$ cat config.mk
export PLATFORM = sky130hd
export DESIGN_NAME = fifo_insert_arbiter
export DESIGN_NICKNAME = d
export VERILOG_FILES = /design/src/rtl/fifo_insert_arbiter_pkg.sv /design/src/rtl/fifo_insert_arbiter_rr_pick.sv /design/src/rtl/fifo_insert_arbiter.sv
export SDC_FILE = /design/constraint.sdc
export NUM_CORES = 1
export LEC_CHECK = 0
export BUFFER_PORTS_ARGS = -buffer_cell sky130_fd_sc_hd__buf_2
export CORE_ASPECT_RATIO = 0.6
export CORE_UTILIZATION = 53
export DETAILED_ROUTE_END_ITERATION = 8
export PLACE_DENSITY_LB_ADDON = 0.05
export SLEW_MARGIN = 40
export SYNTH_ARGS = -nofsm -noshare
export SYNTH_HDL_FRONTEND = slang
export SYNTH_SLANG_ARGS = --single-unit
$ cat constraint.sdc
create_clock -name ck -period 5.85 [get_ports ck]
set_input_delay 0 -clock ck [delete_from_list [all_inputs] [get_ports ck]]
set_output_delay 0 -clock ck [all_outputs]
set_load 0.02 [all_outputs]
$ cat src/rtl/fifo_insert_arbiter_pkg.sv
// Shared constants and helpers for the FIFO insert arbiter.
// Default sizes here must match the FIFO instance behind the arbiter.
package fifo_insert_arbiter_pkg;

    function automatic int clog2(input int value);
        int r;
        r = 0;
        for (int v = value - 1; v > 0; v = v >> 1) begin
            r++;
        end
        return r;
    endfunction

    localparam int DEF_WIDTH = 8;
    localparam int DEF_DEPTH = 8;
    localparam int DEF_NREQ  = 4;
    localparam int CNT_W     = clog2(DEF_DEPTH + 1);

endpackage

$ cat src/rtl/fifo_insert_arbiter_rr_pick.sv
// Combinational pick: first eligible index at or after ptr, wrapping.
// Returns a one-hot grant, its index and a valid flag.
module fifo_insert_arbiter_rr_pick
    import fifo_insert_arbiter_pkg::*;
#(
    parameter int NREQ = DEF_NREQ,
    localparam int PW  = clog2(NREQ)
) (
    input  logic [NREQ-1:0] eligible,
    input  logic [PW-1:0]   ptr,
    output logic [NREQ-1:0] grant,
    output logic [PW-1:0]   idx,
    output logic            valid
);

    always_comb begin
        grant = '0;
        idx   = '0;
        valid = 1'b0;
        for (int k = 0; k < NREQ; k++) begin
            int p;
            logic [PW-1:0] pi;
            p = int'(ptr) + k;
            if (p >= NREQ) begin
                p = p - NREQ;
            end
            pi = PW'(p);
            if (!valid && eligible[pi]) begin
                valid     = 1'b1;
                grant[pi] = 1'b1;
                idx       = pi;
            end
        end
    end

endmodule

$ cat src/rtl/fifo_insert_arbiter.sv
// Arbitrates NREQ producers onto one FIFO write port with credit tracking.
// Define ARB_FIXED_PRIO_EN for fixed lowest-index priority (no pointer).
module fifo_insert_arbiter
    import fifo_insert_arbiter_pkg::*;
#(
    parameter int WIDTH = DEF_WIDTH,
    parameter int DEPTH = DEF_DEPTH,
    parameter int NREQ  = DEF_NREQ
) (
    input  logic                    ck,
    input  logic                    reset,
    input  logic [NREQ-1:0]         req,
    input  logic [NREQ*WIDTH-1:0]   req_data,
    output logic [NREQ-1:0]         ack,
    input  logic                    flush_req,
    input  logic                    pop,
    input  logic                    fifo_full,
    output logic                    fifo_insert,
    output logic [WIDTH-1:0]        fifo_data,
    output logic                    fifo_flush
);

    localparam int CW = clog2(DEPTH + 1);
    localparam int PW = clog2(NREQ);
    localparam logic [CW-1:0] CNT_MAX = CW'(DEPTH);
    localparam logic [PW-1:0] LAST    = PW'(NREQ - 1);

    logic [NREQ-1:0]  ack_q, ack_d;
    logic             insert_q, insert_d;
    logic [WIDTH-1:0] data_q, data_d;
    logic             flush_q, flush_d;
    logic             hold_q, hold_d;
    logic [CW-1:0]    cnt_q, cnt_d;

    logic [NREQ-1:0]  eligible;
    logic [NREQ-1:0]  pick_oh;
    logic [PW-1:0]    pick_idx;
    logic [PW-1:0]    ptr_cur;
    logic             pick_valid;
    logic             grant;
    logic             dec;

`ifdef ARB_FIXED_PRIO_EN
    assign ptr_cur = '0;
`else
    logic [PW-1:0] ptr_q, ptr_d;
    assign ptr_cur = ptr_q;
`endif

    // Masking the current ack stops a held req from winning twice.
    assign eligible = req & ~ack_q;

    fifo_insert_arbiter_rr_pick #(
        .NREQ (NREQ)
    ) u_pick (
        .eligible (eligible),
        .ptr      (ptr_cur),
        .grant    (pick_oh),
        .idx      (pick_idx),
        .valid    (pick_valid)
    );

    always_comb begin
        grant = pick_valid && (cnt_q < CNT_MAX) && !fifo_full
                && !flush_req && !hold_q;
        dec      = pop && (cnt_q != '0);
        ack_d    = grant ? pick_oh : '0;
        insert_d = grant;
        data_d   = data_q;
        if (grant) begin
            data_d = req_data[int'(pick_idx)*WIDTH +: WIDTH];
        end
        flush_d = flush_req;
        hold_d  = flush_req;
        // Pops around a flush refer to entries the flush discards.
        if (flush_req) begin
            cnt_d = '0;
        end else if (hold_q) begin
            cnt_d = cnt_q;
        end else begin
            cnt_d = cnt_q + CW'(grant) - CW'(dec);
        end
    end

`ifndef ARB_FIXED_PRIO_EN
    always_comb begin
        ptr_d = ptr_q;
        if (grant) begin
            ptr_d = (pick_idx == LAST) ? '0 : pick_idx + PW'(1);
        end
    end
`endif

    always_ff @(posedge ck) begin
        if (!reset) begin
            ack_q    <= '0;
            insert_q <= 1'b0;
            data_q   <= '0;
            flush_q  <= 1'b0;
            hold_q   <= 1'b0;
            cnt_q    <= '0;
`ifndef ARB_FIXED_PRIO_EN
            ptr_q    <= '0;
`endif
        end else begin
            ack_q    <= ack_d;
            insert_q <= insert_d;
            data_q   <= data_d;
            flush_q  <= flush_d;
            hold_q   <= hold_d;
            cnt_q    <= cnt_d;
`ifndef ARB_FIXED_PRIO_EN
            ptr_q    <= ptr_d;
`endif
        end
    end

    assign ack         = ack_q;
    assign fifo_insert = insert_q;
    assign fifo_data   = data_q;
    assign fifo_flush  = flush_q;

endmodule
==> qor.txt, run 1 <==
Hold Path End - fifo_data[1]$_SDFFE_PN0N_
Finished Core Util - 71.28%
die height - 43.62 um
Main synth FF type - dfxtp_1
ANT nets after route - 0
Setup Viol. Count Final - 0
post-route setup slack - 2736 ps
Post-Route WL - 3949 um
layout overhead on the synthesized area - 21.59%
post-synthesis xor/xnor area fraction - 2.289%
Starting Density - 58.63%
CTS Sinks - 20
Post-Syn Area per Cell - 9.055 um^2
mux contribution to synthesized area - 14.96%
min-delay src - reset
final hold vios - 0
HPWL after DPL - 3000 um
Synth Instances - 169
Routed WL per cell - 15.80 um
Setup crit end kind - register
fmax - 0.3211 GHz
synth cell count leaders - dfxtp_1, nor2_1, mux2i_1
H-tree depth - 1
failing checks - design-rule violations
io pins - 55
DRC marker count from the first detailed-route iteration - 182
Rows - 14
Yosys cell types - 42
# fillers - 208
dominant combinational cell family by area after synthesis - compound AO/OA/AOI/OAI gates
initial antenna violation count - 0
Worst Setup Start Kind - register
r2r worst-path depth - 12
Multi-input gate area - 1023 um^2
Port Buffers - 54
Crit Path Category - reg2reg
post-synth top area share - 26.17%
Hold WC Path Type - in2reg
Slew Limit Fails - 0
floorplan core area - 2610 um^2
Tcrit/Tclk final - 53.23%
total negative slack - 0 ps
slew at the pin with the worst max-slew slack - 727.3 ps
GRT Residual Overflow - 0
critical path peak fanout - 23
r2r endpoint - cnt_q[2]$_SDFFE_PP0N_
adder-cell share of the synthesized area - 8.667%
top post-synthesis cells by area - dfxtp_1, mux2i_1, ha_1
RSZ-0062 raised after global routing - no
FFs w/ async S/R, synth - 0%
most frequent cell after synthesis - dfxtp_1
R2R Setup Slk - 2740 ps
Reg clk slew, reported paths - 80 ps
slew margin rel. - 51.51%
Clk Latency, worst-skew pair - 260 ps
die footprint - 3113 um^2
min Tclk post-route - 3114 ps
max-cap violation count - 0
number of global-route vias before repair - 1373
CTS tree - done
CTS Buf Count - 3
DR pass1 iterations - 7
Post-Syn Area - 1530 um^2
first-pass GRT wire length - 6472 um
VDD IR max - 0.1982 mV
Hold Path Depth - 2
Arr. time, crit path - 3280 ps
share of cells above drive strength 1 - 34.86%
complex-gate fraction of the synthesized area - 23.88%
CP required - 6010 ps
EDFF count, synth - 0
RD Place Congestion - 0.9209
post_cts resized - 0
static leakage - 0.0008324 uW
syn_nets - 220
status - finished with violations
Yosys warnings - 0
diodes inserted - 0
Post-CTS Setup Inserts - 0
largest net degree at the start of global routing - 24
Yosys reg bits - 20
DRC - 4
sequential area share after synthesis - 26.17%
Die X-Extent - 71.37 um
clock root buffer - clkbuf_8
vias - 1530
simple-gate share of the synthesized area - 16.52%
worst slack, placed - 2368 ps
Vias/cell - 6.120
worst reg2reg path startpoint - hold_q$_SDFF_PN0_
Yosys top cell by area - dfxtp_1
PwrDens - 245.4 nW/um^2
Tot GR Track Use - 27.06%
clk buf depth - 2
FF/Latch Area - 400.4 um^2
nets - 270
clk_skew - 7.115 ps
==> registers in the layout (all words and copies together), names as in the netlist, named ones only <==
name,count
fifo_data,8
ptr_cur,1
ack,4
cnt_q,4
hold_q,1
fifo_insert,1
==> report_power, final <==
group	leakage, uW	internal (uW)	switching (uW)
Clock	0.0000357	91.4	47.9
Sequential	0.000163	145	9.70
Combinational	0.000633	71.1	91.3
==> critical path, cell delays in order, from the launching register on <==
cell and delay (ps):
dfxtp_1 400, nor4_1 500, o41a_2 510, inv_1 240, ha_1 340, inv_1 60, ha_1 170, inv_1 60
fa_1 380, xor2_1 150, nor2_1 50, a21oi_1 120, nor2_1 40
==> metal layers <==
layer | track usage [%] | vias up | share of wire [%]
met5 | 0 | - | 0
met4 | 7.600 | 0 | 0.28
met3 | 5.349 | 2 | 8.9
met2 | 41.14 | 75 | 42
met1 | 39.26 | 725 | 48
li1 | - | 728 | -
==> worst max path at each step <==
stage / startpoint / endpoint / slack [ps] / depth (start not counted)
floorplan: hold_q$_SDFF_PN0_ / cnt_q[2]$_SDFFE_PP0N_ / 3290 / 13
global placement: hold_q$_SDFF_PN0_ / cnt_q[2]$_SDFFE_PP0N_ / 2460 / 12
CTS: hold_q$_SDFF_PN0_ / cnt_q[2]$_SDFFE_PP0N_ / 2340 / 12
global route: hold_q$_SDFF_PN0_ / cnt_q[2]$_SDFFE_PP0N_ / 2540 / 12
detailed placement: hold_q$_SDFF_PN0_ / cnt_q[2]$_SDFFE_PP0N_ / 2370 / 12
finish: hold_q$_SDFF_PN0_ / cnt_q[2]$_SDFFE_PP0N_ / 2740 / 12
==> repair_timing <==
| action | CTS | global route |
|---|---|---|
| endpoints found under the hold margin | 1 | 0 |
| setup endpoints to repair | 0 | 0 |
| hold buffers | 1 | 0 |
==> stage by stage <==
stage / power [uW] / hold slack (ps) / instances / cell area [um^2]
global placement: 310.0 / 230.8 / 245 / 1770
detailed placement: 316.5 / 243.6 / 245 / 1778
global route: 481.8 / 62.62 / 250 / 1861
floorplan: 281.8 / 121.7 / 169 / 1530
finish: 456.5 / 64.44 / 250 / 1861
CTS: 456.6 / 59.10 / 250 / 1859
==> cells in the final DEF, fill, tap and decap left out, types with 2 or more instances in the layout <==
| cell | count |
|---|---|
| mux2i_1 | 15 |
| nor2_1 | 17 |
| mux2_2 | 5 |
| ha_1 | 9 |
| dfxtp_1 | 20 |
| xor2_1 | 3 |
| buf_2 | 54 |
| o311a_1 | 5 |
| a31oi_1 | 10 |
| a21oi_1 | 9 |
| nand2_1 | 10 |
| inv_1 | 11 |
| nor4_1 | 4 |
| nand4_1 | 2 |
| a222oi_1 | 4 |
| nand2b_1 | 5 |
| nor2b_4 | 3 |
| clkbuf_8 | 3 |
| a211oi_1 | 3 |
| o221a_2 | 3 |
==> final cells by class <==
cell class,count,area share [%]
multi-input combinational,127,55.01
sequential,20,21.52
timing repair buffer,55,15.06
inverter,12,2.421
clock buffer,3,2.219
tap,32,2.152
clock inverter,1,1.614
==> cells by family after synthesis <==
kind of cell               count (synthesis)
DFF                                       20
AOI/OAI and AO/OA                         45
and+or+nand+nor                           47
muxes                                     21
adders and majority gates                 10
buffers and inverters                     22
xor gates and xnor gates                   4
(Power assumes the default switching activity.)
==> run 2, diff against run 1 <==
CORE_UTILIZATION = 50   (was 53)
clock period = 3.15 ns   (was 5.85 ns; I/O delays follow)
==> qor.txt, run 2 (synthesis results as in run 1) <==
status - finished clean
nets - 274 (+1.5%)
max reg flops - 8 (unchanged)
fmax - 0.3489 GHz (+8.7%)
DRC - 0 (-4)
max-cap violation count - 0 (unchanged)
HPWL after DPL - 3004 um (+0.15%)
io pins - 55 (unchanged)
Crit Path Category - reg2reg
slew margin rel. - 56.34% (+4.8 points)
post_cts resized - 0 (unchanged)
min Tclk post-route - 2866 ps (-248.2 ps)
CP max stage cell - dfxtp_1
Starting Density - 52.94% (-5.7 points)
Hold WC Path Type - in2reg
RD Place Congestion - 0.9602 (+4.3%)
static leakage - 0.0008498 uW (+2.1%)
Worst Setup Start Kind - register
most frequent cells in the layout - buf_2, dfxtp_1, nor2_1
Tot GR Track Use - 24.74% (-2.3 points)
vias - 1514 (-1.0%)
first-pass GRT wire length - 5996 um (-7.4%)
Port Buffers - 54 (unchanged)
largest net degree at the start of global routing - 23 (-4.2%)
Total Power - 858.4 uW (+88%)
clk_skew - 6.659 ps (-0.4560 ps)
worst path bufs/invs - 1 (-2)
final hold vios - 0 (unchanged)
share of cells above drive strength 1 - 35.59% (+0.72 points)
Slew Limit Fails - 0 (unchanged)
CTS tree - done
PwrDens - 453.2 nW/um^2 (+85%)
Post-Route WL - 3889 um (-1.5%)
floorplan core area - 2890 um^2 (+11%)
Vias/cell - 5.735 (-6.3%)
RSZ-0062 raised after global routing - no
CP required - 3330 ps (-2680 ps)
Clk Latency, worst-skew pair - 270 ps (about the same)
GRT Residual Overflow - 0 (unchanged)
CTS Sinks - 20 (unchanged)
slew at the pin with the worst max-slew slack - 655.0 ps (-72.37 ps)
Crit path max-delay family - simple AND/OR/NAND/NOR gates
Rows - 15 (+1)
die height - 44.85 um (+2.8%)
Die X-Extent - 73.42 um (+2.9%)
Critical Path Max Stage Delay - 490 ps (-20 ps)
layout overhead on the synthesized area - 23.79%
initial antenna violation count - 0 (unchanged)
H-tree depth - 1 (unchanged)
DRC marker count from the first detailed-route iteration - 114 (-37%)
Setup crit end kind - register
Setup Viol. Count Final - 0 (unchanged)
CTS Buf Count - 3 (unchanged)
Routed WL per cell - 14.73 um (-6.7%)
ANT nets after route - 0 (unchanged)
Reg clk slew, reported paths - 80 ps (about the same)
commonest non-fill, non-tap cell in the layout - buf_2
clk buf depth - 2 (unchanged)
Hold Buf Count CTS - 1 (unchanged)
total negative slack - 0 ps (unchanged)
clock root buffer - clkbuf_8
Arr. time, crit path - 3050 ps (-230 ps)
crit-path cells - inv_1 -> ha_1 -> nand2b_1 -> nor4_1 -> a22oi_1 -> nand2_1 -> o32ai_4 -> xor2_1 -> a211oi_1
critical path peak fanout - 17 (-26%)
DR pass1 iterations - 4 (-3)
Tcrit/Tclk final - 90.98% (+38 points)
diodes inserted - 0 (unchanged)
VDD IR max - 0.2304 mV (+16%)
Post-CTS Setup Inserts - 0 (unchanged)
number of global-route vias before repair - 1341 (-2.3%)
die footprint - 3293 um^2 (+5.8%)
run 2: cell count changes in the layout (fill, tap and decap cells not counted):
cell	change
o41a_2	-1
buf_4	+4
a21oi_4	-1
a21oi_2	+1
o41a_1	+1
run 2: layer usage:
metal / GRT usage [%] / wire (um) / share of wire (%)
met2: 39.81 / 1730 / 44
met3: 6.473 / 403 / 10
met5: 0 / 0 / 0
met1: 33.52 / 1733 / 45
met4: 6.538 / 22 / 0.57
run 2: area by class of cell:
cell class,count,area [um^2]
clock inverter,1,30.03
multi-input combinational,127,1015
timing repair buffer,59,310.3
inverter,12,45.04
fill,251,996.0
tap,42,52.55
sequential,20,400.4
clock buffer,3,41.29
run 2: path summary, 6_finish.rpt:
path                      startpoint                   endpoint  slack, ps  cells after the start
max reg2reg  ptr_cur[1]$_SDFFE_PN0N_    ptr_cur[1]$_SDFFE_PN0N_        280                      9
max          ptr_cur[1]$_SDFFE_PN0N_    ptr_cur[1]$_SDFFE_PN0N_        280                      9
min                            reset  fifo_data[2]$_SDFFE_PN0N_         50                      2
min reg2reg    cnt_q[3]$_SDFFE_PP0N_      cnt_q[3]$_SDFFE_PP0N_        520                      2
run 2: where the power goes:
part           leakage [uW]  internal [uW]  total, uW  switching [uW]
combinational      0.000651            139        315             176
sequential         0.000163            269        283            13.1
clock             0.0000357            170        261            90.8
total              0.000850            578        858             280
run 2: through the flow:
step | worst slack [ps] | hold WS, ps | cells | instance area (um^2) | util, %
floorplan | 593.1 | 121.7 | 169 | 1530 | -
global placement | 353.5 | 234.4 | 259 | 1813 | 62.73
detailed placement | 324.0 | 235.8 | 259 | 1813 | 62.73
CTS | 329.0 | 40.56 | 264 | 1894 | 65.54
global route | 87.62 | 57.03 | 264 | 1894 | 65.54
finish | 284.0 | 47.83 | 264 | 1894 | 65.54
